File: config.mk
export PLATFORM = sky130hd
export DESIGN_NAME = l2_req_sequencer
export DESIGN_NICKNAME = d
export VERILOG_FILES = /design/src/rtl/l2_req_sequencer.sv
export SDC_FILE = /design/constraint.sdc
export NUM_CORES = 1
export LEC_CHECK = 0
export BUFFER_PORTS_ARGS = -buffer_cell sky130_fd_sc_hd__buf_4
export CAP_MARGIN = 10
export CORE_AREA = 2 2 447 449
export CTS_CLUSTER_DIAMETER = 40
export DETAILED_ROUTE_END_ITERATION = 7
export DIE_AREA = 0 0 449 451
export PLACE_DENSITY = 0.3
export SYNTH_ARGS = -nofsm -noshare
export SYNTH_HDL_FRONTEND = slang
export SYNTH_SLANG_ARGS = --single-unit
File: constraint.sdc
create_clock -name clk_L2 -period 30.9 [get_ports clk_L2]
set_clock_uncertainty 0.05 [all_clocks]
set_input_delay 1.545 -clock clk_L2 [delete_from_list [all_inputs] [get_ports clk_L2]]
set_output_delay 1.545 -clock clk_L2 [all_outputs]
set_load 0.02 [all_outputs]
File: src/rtl/l2_req_sequencer.sv
// l2_req_sequencer
//   L2-side consumer of the L1<->L2 arbiter. Pops one request at a time from the
//   arbiter's L1->L2 FIFO head, drives it onto the L2 bank req/ack port, and returns
//   read data (and optionally write acks) into the arbiter's L2->L1 input, tagged with
//   the source L1. Single clock domain (clk_L2), asynchronous active-high reset.
//
//   Optional feature macro: WRITE_ACK_EN
//     defined   -> writes also pass through RESPOND (resp_rw=1, resp_data=write data)
//     undefined -> writes retire silently on bank_ack
module l2_req_sequencer #(
    parameter int num_L1s        = 2,
    parameter int num_L1s_log    = 1,
    parameter int addr_width     = 32,
    parameter int data_width     = 256,
    parameter int cpu_id_width   = 2,
    parameter int TIMEOUT_CYCLES = 64
) (
    input  logic                    clk_L2,
    input  logic                    reset,
    input  logic                    enable,
    input  logic                    arb_valid,
    input  logic                    arb_rw,
    input  logic [addr_width-1:0]   arb_addr,
    input  logic [data_width-1:0]   arb_data,
    input  logic [cpu_id_width-1:0] arb_id,
    input  logic [num_L1s_log-1:0]  arb_which,
    output logic                    accept_L2,
    output logic                    bank_req,
    output logic                    bank_rw,
    output logic [addr_width-1:0]   bank_addr,
    output logic [data_width-1:0]   bank_wdata,
    input  logic                    bank_ack,
    input  logic [data_width-1:0]   bank_rdata,
    output logic                    resp_valid,
    output logic                    resp_rw,
    output logic [addr_width-1:0]   resp_addr,
    output logic [data_width-1:0]   resp_data,
    output logic [cpu_id_width-1:0] resp_id,
    output logic [num_L1s_log-1:0]  resp_which,
    input  logic [num_L1s-1:0]      resp_full,
    output logic                    busy,
    output logic                    err_timeout,
    output logic [15:0]             req_count
);

    localparam int TW = (TIMEOUT_CYCLES > 2) ? $clog2(TIMEOUT_CYCLES) : 1;
    localparam logic [TW-1:0] TMO_LAST = TW'(TIMEOUT_CYCLES - 1);

    localparam logic [1:0] S_IDLE    = 2'd0;
    localparam logic [1:0] S_ISSUE   = 2'd1;
    localparam logic [1:0] S_RESPOND = 2'd2;

    typedef struct packed {
        logic                    rw;
        logic [addr_width-1:0]   addr;
        logic [data_width-1:0]   data;
        logic [cpu_id_width-1:0] id;
        logic [num_L1s_log-1:0]  which;
    } req_t;

    logic [1:0]            state_q;
    req_t                  req_q;
    logic [TW-1:0]         tmo_q;
    logic [data_width-1:0] resp_data_q;

    // Output decode: bank side and response side both present the one latched request.
    // accept_L2 is gated by reset so every output reads 0 the instant reset asserts.
    always_comb begin
        accept_L2  = (state_q == S_IDLE) && enable && arb_valid && !reset;
        bank_req   = (state_q == S_ISSUE);
        bank_rw    = req_q.rw;
        bank_addr  = req_q.addr;
        bank_wdata = req_q.data;
        resp_valid = (state_q == S_RESPOND) && !resp_full[req_q.which];
        resp_rw    = req_q.rw;
        resp_addr  = req_q.addr;
        resp_data  = resp_data_q;
        resp_id    = req_q.id;
        resp_which = req_q.which;
        busy       = (state_q != S_IDLE);
    end

    // Sequencer FSM: pop -> bank handshake (with timeout) -> optional response.
    always_ff @(posedge clk_L2 or posedge reset) begin
        if (reset) begin
            state_q     <= S_IDLE;
            req_q       <= '0;
            tmo_q       <= '0;
            resp_data_q <= '0;
            err_timeout <= 1'b0;
            req_count   <= 16'd0;
        end else begin
            case (state_q)
                S_IDLE: begin
                    if (accept_L2) begin
                        req_q   <= '{rw: arb_rw, addr: arb_addr, data: arb_data,
                                     id: arb_id, which: arb_which};
                        tmo_q   <= '0;
                        state_q <= S_ISSUE;
                    end
                end
                S_ISSUE: begin
                    if (bank_ack) begin
                        req_count <= req_count + 16'd1;
                        if (!req_q.rw) begin
                            resp_data_q <= bank_rdata;
                            state_q     <= S_RESPOND;
                        end else begin
`ifdef WRITE_ACK_EN
                            resp_data_q <= req_q.data;
                            state_q     <= S_RESPOND;
`else
                            state_q     <= S_IDLE;
`endif
                        end
                    end else if (tmo_q == TMO_LAST) begin
                        // Bank never answered: abandon the request without a response.
                        err_timeout <= 1'b1;
                        state_q     <= S_IDLE;
                    end else begin
                        tmo_q <= tmo_q + 1'b1;
                    end
                end
                S_RESPOND: begin
                    // Only the destination L1's full flag can stall the response.
                    if (resp_valid) state_q <= S_IDLE;
                end
                default: state_q <= S_IDLE;
            endcase
        end
    end

endmodule
# After elaboration in Yosys (flattened, before gate mapping)
# Index checks and enable logic that the tools add are counted.
totals:
  regBits: 573
  output_inout_bits: 602
  elab_cells: 50
classes:
  n_addsub: 2
  order_cmp: 1
  n_eq_ne: 8
  muxes: 12
  n_bitwise: 2
  reduce_logical: 15
ops:
  columns: ["operator", "n"]
  rows:
  - ["6-bit two-way mux", 3]
  - ["16-bit by 1-bit adder with 16-bit output (second input constant)", 1]
  - ["6-bit case mux with 2 select lines", 1]
  - ["2-bit two-way mux", 5]
  - ["3-bit AND reduction", 3]
  - ["2-bit != test (second input constant)", 4]
  - ["6-bit by 1-bit adder with 6-bit output (second input constant)", 1]
  - ["6-bit equality test (second input constant)", 1]
  - ["2-bit case mux with 3 select lines", 1]
  - ["1-bit logical AND", 4]
  - ["2-bit AND reduction", 2]
  - ["4-bit AND reduction", 1]
  - ["2-bit nonzero test", 2]
  - ["3-bit by 1-bit != test with 1-bit output (second input constant)", 1]
  - ["2-bit by 1-bit equality test with 1-bit output (second input constant)", 1]
  - ["2-bit equality test (second input constant)", 1]
  - ["1-bit zero test", 2]
  - ["2-bit zero test", 1]
  - ["1-bit by 2-bit < comparator with 1-bit output (second input constant)", 1]
  - ["1-bit two-way mux", 2]
  - ["1-bit NOT", 2]

# Logic depth before layout (Yosys ltp)
# Gate-level depths: netlist of the first run.
logic_depth:
  depth_word: 6
  depth_mapped: 8
  mapped_depth_nobuf: 5

# Worst setup path after synthesis of the first run
# Ideal clock, no wire load.
synth_path:
  path_type: "input port to output port"
  start: "in reset"
  end: "out accept_L2"
  arrival_time_ps: 2364
  required_ps: 29305
  slack_ps: 26941
  cell_stages: 4
  path_buffers: 2
  cell_sequence: "or3_1 buf_4 clkinv_4 buf_2"
synth_via:
  elab_chain_cells: 2
synth_lines:
  columns: ["element", "line_no", "rtl"]
  rows:
  - ["start, declared", "19", "input logic reset,"]
  - ["1-bit zero test (no line)", null, null]
  - ["1-bit logical AND", "69", "accept_L2 = (state_q == S_IDLE) && enable && arb_valid && !reset;"]
  - ["end, declared", "27", "output logic accept_L2,"]
# Every way passes these cells.

==> results of run 1 <==
==> layout make-up <==
cell class,count,area (um2),share of cell area
timing repair buffer,1174,8840,0.228
clock buffer,212,4360,0.113
tap,2656,3320,0.0858
multi-input combinational,1209,6710,0.173
clock inverter,70,1090,0.0281
inverter,6,42.5,0.00110
antenna,4,10.0,0.000259
sequential,573,14300,0.370
==> metal layers <==
layer  part of all wire  global-route usage  routed length [um]  vias to the layer above
met5            0.00011                   0                  13                        -
met4              0.023              0.0349                2820                        2
met3              0.083              0.0492               10000                      185
met2               0.52               0.207               63000                      682
met1               0.37               0.125               45300                     9009
li1                   -                   -                   -                     8547
==> cell families (layout without fill, tap and decap cells) <==
kind of cell | count (synthesis) | in the layout | share of synthesized area
compound gates | 13 | 13 | 0.00455
xor+xnor | 15 | 15 | 0.00597
fa+ha+maj | 2 | 2 | 0.00114
buf+inv | 134 | 1462 | 0.0446
flops | 573 | 573 | 0.651
mux | 259 | 259 | 0.132
other cells | 0 | 4 | 0
simple gates | 920 | 920 | 0.160
==> worst max-delay path: cells and delay by family <==
kind	cells	cell delay [ns]
buf+inv	7	4.36
==> metrics by stage <==
| step | setup slack (ns) | area (um2) | total power, mW | instances | hold slack, ns |
|---|---|---|---|---|---|
| final | 25.37 | 38700 | 4.22 | 5904 | 0.419 |
| after detailed placement | 24.18 | 33300 | 2.61 | 5618 | 0.413 |
| after global routing | 24.57 | 38700 | 4.43 | 5903 | 0.435 |
| after floorplan | 13.28 | 22000 | 1.82 | 1916 | 0.419 |
| after CTS | 25.07 | 38700 | 4.31 | 5900 | 0.425 |
| after global placement | 24.09 | 33300 | 2.61 | 5618 | 0.409 |
==> power by group <==
group | total [mW] | switching, mW | internal, mW
logic | 1.35 | 0.779 | 0.566
registers | 1.21 | 0.177 | 1.03
clock network | 1.66 | 0.535 | 1.13
==> flip-flops by register name (all words and copies together), names as in the netlist <==
| name | count |
|---|---|
| bank_rw | 1 |
| resp_id | 2 |
| resp_which | 1 |
| err_timeout | 1 |
| tmo_q | 6 |
| bank_addr | 32 |
| bank_wdata | 256 |
| state_q | 2 |
| req_count | 16 |
| resp_data | 256 |
==> worst max-delay path by stage <==
| stage | startpoint | to | slack (ns) |
|---|---|---|---|
| 5_1_grt | reset | resp_data[165]$_DFFE_PP0P_ | 24.57 |
| 2_1_floorplan | reset | bank_addr[0]$_DFFE_PP0P_ | 13.28 |
| 4_1_cts | reset | resp_data[165]$_DFFE_PP0P_ | 25.07 |
| 3_3_place_gp | reset | resp_data[177]$_DFFE_PP0P_ | 24.09 |
| 3_5_place_dp | reset | resp_data[177]$_DFFE_PP0P_ | 24.18 |
| 6_report | reset | resp_data[195]$_DFFE_PP0P_ | 25.37 |
==> Yosys cell counts (2+ instances only) <==
master,instances,area [um2]
o32ai_1,2,17.5
mux2_1,17,191
xor2_1,7,61.3
a22o_1,2,17.5
ha_1,2,25.0
and4_1,2,17.5
mux2_2,240,2700
nand2b_1,3,18.8
buf_4,60,450
and3_1,3,18.8
buf_2,34,170
o22ai_1,3,18.8
nand2_1,885,3320
inv_1,4,15.0
nand4_1,4,25.0
clkbuf_1,6,22.5
mux2i_1,2,20.0
nand3_1,4,20.0
nor3_1,3,15.0
nor2_1,7,26.3
dfrtp_1,573,14300
buf_6,26,293
xnor2_1,8,70.1
==> cells in the final DEF, fill, tap and decap left out, drive strengths merged, types with 3 or more instances in the layout <==
cell,count
buf,1174
inv,8
and3,3
clkinv,42
xnor2,8
clkinvlp,9
bufinv,17
nand3,4
nand4,5
nand2,885
nor3,3
xor2,7
nand2b,3
dfrtp,573
clkbuf,212
diode,4
mux2,257
nor2,8
o22ai,3
==> summary.md, run 1 <==
| Metric | Value |
|---|---|
| Status | finished clean |
| First-pass GRT wire length | 165,000 um |
| Crit path max fanout | 120 |
| Fillers | 22,000 |
| CP max-delay cell | buf_4 |
| Worst-path clk slew | 0.04 ns |
| GRT overflow | 0 |
| Synth unique cells | 42 |
| Setup TNS Final | 0 ns |
| CP arrival | ~6.2 ns |
| Post-Syn Area | between 0.02 and 0.025 mm2 |
| Final GP Congestion | between 0.8 and 0.9 |
| Hold Path Sink | bank_wdata[253]$_DFFE_PP0P_ |
| Crit Path Category | in -> async |
| Beginning of the worst hold path | bank_wdata[253]$_DFFE_PP0P_ |
| Placeable core region | 0.198 mm2 |
| R2r worst-path depth | 7 |
| Reg2reg start | state_q[0]$_DFFE_PP0P_ |
| Number of synthesized flops with an enable pin | 0 |
| Critical path, cell by cell | buf_4 -> inv_8 -> buf_4 -> buf_4 -> buf_4 -> buf_4 -> buf_4 |
| Worst Tran Pin Value | 1.05 ns |
| Fin. max-slew vios | 0 |
| RSZ-0062 raised after global routing | false |
| Period utilization | 0.179 |
| Part of the Yosys area used for sequential elements | 0.651 |
| Routed len/inst | between 20 and 25 um |
| Clock Path Buffers | 3 |
| Asr flop ratio synth | 1.00 |
| Antenna violations before repair | 18 |
| Die Area | 0.202 mm2 |
| Via count | 18,400 |
| Antenna-violating nets left | 0 |
| # rows | 164 |
| Final setup viols | 0 |
| Clock sink count | 573 |
| Cts bufs inserted | 153 |
| DP HPWL | 94,500 um |
| Worst path required time | 31.58 ns |
| Critical Path Sink Type | asynchronous set/reset pin |
| CTS tree | built |
| Pre-Repair DR Iteration Count | 5 |
| Avg Cell Area, Syn | 11.5 um2 |
| Max frequency | about 0.18 GHz |
| Min Tclk post-route | 5.53 ns |
| Share of layout cells above drive strength 1 | 0.516 |
| # hold bufs at CTS | 0 |
| Static leakage | 19.1 nW |
| Vias in the first global route | 19,600 |
| Main flop type after synthesis | dfrtp_1 |
| Fin util | 0.195 |
| NumNets Final | 3,674 |
| DR iter-0 viols | approximately 940 |
| Worst skew pair latency | a little under 0.8 ns |
| Starting density of the core | 0.111 |
| Die Wd | approximately 450 um |
| Syn. warnings | 0 |
| H-tree levels | 4 |
| Post-cts sizing count | 0 |
| Final Hold Viols | 0 |
| PD cells | approximately 110 mW/mm2 |
| Via density | about 3.1 |
| GRT Overall Usage | 0.117 |
| Syn Nets | 2,473 |
| Yosys reg bits | 573 |
| Rel. slew slack | 0.303 |
| Cell mode on critical path | buf_4 |
| Mapped Cells | 1,916 |
| Crit path largest cell delay | 0.81 ns |
| Root Buffer | clkbuf_16 |
| WHS Path Cells | 2 |
| IR drop worst, VDD | about 0.000052 V |
| Layout area overhead | 75.8% |
| Port Buffers | between 1,000 and 1,500 |
| R2R setup slack | 26.72 ns |
| Startpoint Class | input port |
| Top Ports | about 1,200 |
| Total of max-cap violations | 0 |
| Total Wirelength | 121,000 um |
| Worst R2R End | bank_wdata[105]$_DFFE_PP0P_ |
| DRC viols | 0 |
| Hold crit path type | reg -> reg |
| Setup bufs post-CTS | 0 |
| Die Height | 451 um |
| Largest net degree at the start of global routing | between 100 and 150 |
Note: power is estimated with default switching activity, not from simulation.
==> inputs of run 2 (changes only) <==
Settings changed: ABC_AREA from default to 1, CORE_AREA 2 2 447 449 to 2 2 446 448, DIE_AREA 0 0 449 451 to 0 0 448 450.
Clock period 30.9 ns to 5.8 ns, I/O delays scaled along.
==> summary.md, run 2 <==
| Metric | Value |
|---|---|
| DP HPWL | 86,400 um (-8.6%) |
| Most common cell after layout, fill and taps aside | buf_4 |
| Crit Path Category | reg -> out |
| Min Tclk post-route | 3.57 ns |
| Root Buffer | clkbuf_16 |
| R2r worst-path depth | 6 (-1) |
| Post-Place Cells | 5,646 (+0.50%) |
| Final setup viols | 0 (unchanged) |
| Synth area leaders | dfrtp_1 (62%), mux2_4 (15%), nand2_1 (15%), buf_12 (1.9%), buf_4 (1.8%) |
| GRT Overall Usage | 0.113 (-0.00369) |
| Static leakage | 22.9 nW (+19%) |
| Largest net degree at the start of global routing | 149 (+13%) |
| Share of layout cells above drive strength 1 | 0.440 (-0.0761) |
| Yosys reg bits | 573 (unchanged) |
| Reg2reg start | state_q[0]$_DFFE_PP0P_ |
| Dpl cell area | 0.0342 mm2 (+2.9%) |
| Asr flop ratio synth | 1.00 (unchanged) |
| Worst R2R End | bank_wdata[117]$_DFFE_PP0P_ |
| CP max-delay cell | inv_8 |
| Fillers | 21,500 (-2.0%) |
| Total of max-cap violations | 0 (unchanged) |
| Total Wirelength | 118,000 um (-2.9%) |
| Main flop type after synthesis | dfrtp_1 |
| Hold Path Sink | bank_wdata[9]$_DFFE_PP0P_ |
| DRC viols | 0 (unchanged) |
| Total power | 23.3 mW (+450%) |
| Final Hold Viols | 0 (unchanged) |
| Fin. max-slew vios | 0 (unchanged) |
| Part of the Yosys area used for sequential elements | 0.619 (-0.0318) |
| Antenna-violating nets left | 0 (unchanged) |
| First-pass GRT wire length | 164,000 um (-0.74%) |
| Antenna violations before repair | 19 (+1) |
| Commonest cells after routing, fill and taps aside | buf_4 (1,167), nand2_1 (916), dfrtp_1 (573), dlygate4sd3_1 (552), mux2_4 (229) |
| Non-Filler Instances | 6,478 (+9.7%) |
| Number of synthesized flops with an enable pin | 0 (unchanged) |
| Via count | 20,500 (+11%) |
| Syn. warnings | 0 (unchanged) |
| Register area | 0.0143 mm2 (unchanged) |
| Beginning of the worst hold path | arb_data[9] |
| Most area-hungry cell type in the Yosys netlist | dfrtp_1 |
| IR drop worst, VDD | 0.000274 V (+420%) |
| Worst setup startpoint | state_q[0]$_DFFE_PP0P_ |
| Rel. slew slack | 0.215 (-0.0886) |
| PD cells | 515 mW/mm2 (+370%) |
| Port Buffers | 1,156 (unchanged) |
| Clock sink count | 573 (unchanged) |
| Worst-path clk slew | 0.05 ns (about the same) |
| Clock Path Buffers | 3 (unchanged) |
| Placeable core region | 0.197 mm2 (-0.82%) |
| GRT overflow | 0 (unchanged) |
| Worst path required time | 5.46 ns (-26.12 ns) |
| Mapped Cells | 1,959 (+2.2%) |
| Worst Tran Pin Value | 1.18 ns (+0.133 ns) |
| Die Area | 0.202 mm2 (-0.44%) |
| Via density | 3.17 (+1.6%) |
| Hold crit path type | in -> reg |
| DR iter-0 viols | 949 (+0.85%) |
| Vias in the first global route | 22,700 (+16%) |
| Top-area cell type share of the netlist area | 0.619 (-0.0318) |
| Critical Path Sink Type | output port |
| Synth unique cells | 27 (-36%) |
| Layout area overhead | 95.4% |
| Pre-Repair DR Iteration Count | 4 (-1) |
| Fin worst setup slack | 2.23 ns (-23.14 ns) |
| Pre-CTS setup slack | 2.17 ns (-22.02 ns) |
| R2R setup slack | 2.53 ns (-24.19 ns) |
| Cts bufs inserted | 159 (+3.9%) |
| Startpoint Class | flop |
| # rows | 163 (-0.61%) |
| Routed len/inst | 18.1 um (-12%) |
| Final instance area | 0.0452 mm2 (+17%) |
| Post-Syn Area | 0.0232 mm2 (+5.1%) |
| Period utilization | 0.615 |
| Top-count cell post-synth | nand2_1 |
| CP arrival | 3.23 ns (-2.98 ns) |
| Status | finished clean |
| Multi-input logic area | 0.00763 mm2 (+14%) |
| Crit path max fanout | 122 (+1.7%) |
| H-tree levels | 4 (unchanged) |
| Avg Cell Area, Syn | 11.8 um2 (+2.8%) |
| Syn Nets | 2,516 (+1.7%) |
| RSZ-0062 raised after global routing | false |
| Synth top cells by count | nand2_1 (916), dfrtp_1 (573), mux2_4 (229) |
| NumNets Final | 4,276 (+16%) |
| Max frequency | 0.280 GHz |
| Die Wd | 448 um (-0.22%) |
| Starting density of the core | 0.118 (+0.00667) |
| Final GP Congestion | 0.818 (+1.2%) |
| Top Ports | 1,157 (unchanged) |
| Crit path largest cell delay | 0.66 ns (-0.15 ns) |
| Worst skew pair latency | 0.75 ns (-0.02 ns) |
| CTS tree | built |
| Die Height | 450 um (-0.22%) |
| Critical path, cell by cell | nor2_1 -> nand4_1 -> inv_8 -> buf_4 |
| WHS Path Cells | 4 (+2) |
## run 2: cell count changes in the layout (fill, tap and decap cells not counted), sizes merged, moves of 10 or more
cell	delta
clkbuf	+10
dlygate4sd3	+552
nand3	+10
inv	+11
nor2	+13
clkinv	-18
nand2	+34
## run 2: where the power goes
group | switching (mW) | internal (mW)
logic | 4.07 | 3.75
registers | 1.00 | 5.48
clock network | 2.74 | 6.25
total | 7.82 | 15.5
## run 2: final cells by class
cell class	count	share of cell area
Antenna cell	4	0.000221
Timing Repair Buffer	1725	0.318
Inverter	17	0.00177
Sequential cell	573	0.317
Multi-Input combinational cell	1243	0.169
Clock buffer	222	0.102
Tap cell	2640	0.0730
Clock inverter	54	0.0193
## run 2: cell families after synthesis
family                     after synthesis  share of synthesized area
muxes                                  257                      0.162
xor gates and xnor gates                15                    0.00567
and+or+nand+nor                        961                      0.158
buffers and inverters                  143                     0.0515
AOI/OAI and AO/OA                        8                    0.00200
adders and majority gates                2                    0.00108
DFF                                    573                      0.619
## run 2: metal layers
layer / part of all wire / track usage / wire [um] / up-vias
met5: 0.00026 / 0 / 30 / -
met4: 0.029 / 0.0402 / 3420 / 6
li1: - / - / - / 9758
met3: 0.078 / 0.0416 / 9210 / 204
met1: 0.40 / 0.129 / 46700 / 9833
met2: 0.50 / 0.192 / 58200 / 729
## run 2: how the worst max path moves through the flow
| stage | slack [ns] | to | cells after the start |
|---|---|---|---|
| floorplan | -4.80 | bank_wdata[100]$_DFFE_PP0P_ | 7 |
| CTS | 1.83 | accept_L2 | 4 |
| global placement | 2.13 | bank_wdata[117]$_DFFE_PP0P_ | 6 |
| finish | 2.23 | accept_L2 | 4 |
| global route | 1.94 | accept_L2 | 4 |
| detailed placement | 2.17 | bank_wdata[117]$_DFFE_PP0P_ | 6 |
## run 2: timing repair
item / in CTS / in global routing
hold buffers: 552 / 0
endpoints found under the hold margin: 780 / 0
gates resized for setup: 0 / 0
buffers inserted: 0 / 0
## run 2: metrics by stage
| stage | util | setup TNS, ns | hold WS [ns] |
|---|---|---|---|
| final | 0.230 | 0 | 0.203 |
| after global routing | 0.230 | 0 | 0.135 |
| after CTS | 0.230 | 0 | 0.0905 |
| after detailed placement | 0.174 | 0 | 0.416 |
| after global placement | 0.174 | 0 | 0.413 |
| after floorplan | - | -2779.10 | 0.350 |
## run 2: worst max-delay path, delay by kind of cell (launching register included)
kind          cells  cell delay (ns)
flops             1             0.44
simple gates      2             0.92
buf+inv           2             0.94
==> inputs of run 3 (changes only) <==
Settings changed: CORE_AREA 2 2 446 448 to 2 2 453 455, DIE_AREA 0 0 448 450 to 0 0 455 457.
Clock period 5.8 ns to 3 ns, I/O delays scaled along.
==> summary.md, run 3 (same netlist as run 2, synthesis figures left out) <==
| Metric | Value |
|---|---|
| Status | finished clean |
| Post-Place Cells | 5,726 (+1.4%) |
| Total of max-cap violations | 0 (unchanged) |
| PD cells | 956 mW/mm2 (+86%) |
| Layout area overhead | 103% |
| Cts bufs inserted | 156 (-1.9%) |
| Commonest cells after routing, fill and taps aside | buf_4 (1,190), nand2_1 (916), dlygate4sd3_1 (695), dfrtp_1 (573), mux2_4 (229) |
| Die Wd | 455 um (+1.6%) |
| Max frequency | 0.391 GHz |
| Routed len/inst | 18.4 um (+1.3%) |
| Clock Path Buffers | 3 (unchanged) |
| Worst skew pair latency | 0.78 ns (+0.03 ns) |
| Worst path required time | 2.80 ns (-2.66 ns) |
| Critical Path Sink Type | output port |
| Dpl cell area | 0.0347 mm2 (+1.2%) |
| Reg power frac | 0.277 (about the same) |
| Share of layout cells above drive strength 1 | 0.430 (-0.0102) |
| Die Height | 457 um (+1.6%) |
| NumNets Final | 4,449 (+4.0%) |
| # rows | 166 (+1.8%) |
| Hold crit path type | in -> reg |
| Pre-CTS setup slack | 0.687 ns (-1.48 ns) |
| Largest net degree at the start of global routing | 142 (-4.7%) |
| Static leakage | 23.6 nW (+3.4%) |
| Starting density of the core | 0.114 (-0.00390) |
| H-tree levels | 4 (unchanged) |
| Crit path max fanout | 42 (-66%) |
| Fin. max-slew vios | 0 (unchanged) |
| Startpoint Class | flop |
| Period utilization | 0.853 |
| Internal | 29.6 mW (+91%) |
| Clock sink count | 573 (unchanged) |
| Comb pwr share | 0.344 (+0.008) |
| Top Ports | 1,157 (unchanged) |
| Worst-path clk slew | 0.04 ns (about the same) |
| Sw power | 15.4 mW (+97%) |
| CP arrival | 2.36 ns (-0.87 ns) |
| Die Area | 0.208 mm2 (+3.1%) |
| GRT Overall Usage | 0.114 (+0.00144) |
| Final Hold Viols | 0 (unchanged) |
| Root Buffer | clkbuf_16 |
| Final instance area | 0.0471 mm2 (+4.0%) |
| Vias in the first global route | 23,400 (+3.0%) |
| R2R setup slack | 0.44 ns (-2.09 ns) |
| Reg2reg start | state_q[0]$_DFFE_PP0P_ |
| DR iter-0 viols | 899 (-5.3%) |
| Fin worst setup slack | 0.442 ns (-1.79 ns) |
| Setup TNS Final | 0 ns (unchanged) |
| Worst Tran Pin Value | 1.05 ns (-0.128 ns) |
| Final setup viols | 0 (unchanged) |
| IR drop worst, VDD | 0.000648 V (+140%) |
| Crit Path Category | reg -> out |
| WHS Path Cells | 4 (unchanged) |
| Port Buffers | 1,156 (unchanged) |
| Via density | 3.18 (+0.40%) |
| Hold Path Sink | bank_wdata[89]$_DFFE_PP0P_ |
| RSZ-0062 raised after global routing | false |
| DP HPWL | 91,600 um (+6.0%) |
| Switch share | 0.342 (+0.00620) |
| Via count | 21,400 (+4.2%) |
| Total Wirelength | 124,000 um (+5.1%) |
| Final GP Congestion | 0.810 (-1.0%) |
| DRC viols | 0 (unchanged) |
| Clock Power Share | 0.379 (-0.007) |
| Non-Filler Instances | 6,721 (+3.8%) |
| Pre-Repair DR Iteration Count | 5 (+1) |
| Worst R2R End | bank_wdata[129]$_DFFE_PP0P_ |
| CTS tree | built |
| Antenna-violating nets left | 0 (unchanged) |
| First-pass GRT wire length | 172,000 um (+4.6%) |
| R2r worst-path depth | 6 (unchanged) |
| Min Tclk post-route | 2.56 ns |
| Placeable core region | 0.203 mm2 (+3.4%) |
| Rel. slew slack | 0.300 (+0.0856) |
| Antenna violations before repair | 33 (+14) |
| GRT overflow | 0 (unchanged) |
| Most common cell after layout, fill and taps aside | buf_4 |
| Beginning of the worst hold path | arb_data[89] |
-- run 3: cell types whose count changed in the layout (fill, tap and decap cells not counted), moves of 2 or more --
cell	previous run	this run
clkbuf_16	162	158
inv_6	2	4
diode_2	4	17
buf_4	1167	1190
bufinv_16	18	15
clkinv_2	19	28
dlygate4sd3_1	552	695
clkinv_16	3	5
clkinv_4	0	2
buf_12	6	16
-- run 3: how the worst max path moves through the flow --
stage | from | to | slack, ns | cells after the start
global route | state_q[0]$_DFFE_PP0P_ | bank_wdata[131]$_DFFE_PP0P_ | 0.15 | 6
floorplan | reset | bank_wdata[100]$_DFFE_PP0P_ | -7.46 | 7
detailed placement | reset | bank_addr[7]$_DFFE_PP0P_ | 0.69 | 7
CTS | state_q[0]$_DFFE_PP0P_ | accept_L2 | 0.03 | 5
finish | state_q[0]$_DFFE_PP0P_ | accept_L2 | 0.44 | 5
global placement | reset | bank_wdata[202]$_DFFE_PP0P_ | 0.70 | 7
-- run 3: stage by stage --
step | hold WS, ns | util | power [mW]
6_report | 0.0890 | 0.232 | 45.0
5_1_grt | 0.0202 | 0.231 | 47.3
4_1_cts | 0.0000743 | 0.231 | 45.9
3_5_place_dp | 0.297 | 0.170 | 27.4
3_3_place_gp | 0.294 | 0.170 | 27.5
2_1_floorplan | 0.210 | - | 19.8
-- run 3: cell type report --
| cell class | count | area, um2 |
|---|---|---|
| antenna | 17 | 42.5 |
| clock buffer | 217 | 4490 |
| clock inverter | 65 | 903 |
| fill | 22000 | 156000 |
| inverter | 17 | 98.8 |
| multi-input combinational | 1243 | 7630 |
| sequential | 573 | 14300 |
| tap | 2688 | 3360 |
| timing repair buffer | 1901 | 16200 |
-- run 3: critical path, cell delays in order, from the launching register on --
cell	delay, ns
dfrtp_1	0.45
nor2_1	0.18
nand4_1	0.18
bufinv_16	0.31
buf_12	0.24
buf_4	0.19
-- run 3: repair_timing --
| action | 4_1_cts | 5_1_grt |
|---|---|---|
| resized for setup | 1 | 0 |
| gates cloned | 0 | 0 |
| setup endpoints to repair | 1 | 1 |
| hold buffers | 692 | 3 |
| hold endpoints to repair | 609 | 14 |
| pin swaps | 0 | 1 |
| setup buffers | 0 | 1 |
-- run 3: per-layer routing --
metal,GRT usage,part of all wire,wire [um]
met1,0.132,0.41,50300
met5,0,0.00096,118
met4,0.0431,0.031,3770
met2,0.189,0.47,58600
met3,0.0456,0.087,10700
-- run 3: power groups by stage --
stage / clock [mW] / sequential, mW / combinational, mW
global placement: 0 / 12.6 / 15.0
CTS: 17.6 / 12.5 / 15.8
floorplan: 0 / 15.7 / 4.12
detailed placement: 0 / 12.5 / 14.9
finish: 17.1 / 12.5 / 15.5
global route: 18.0 / 12.9 / 16.4
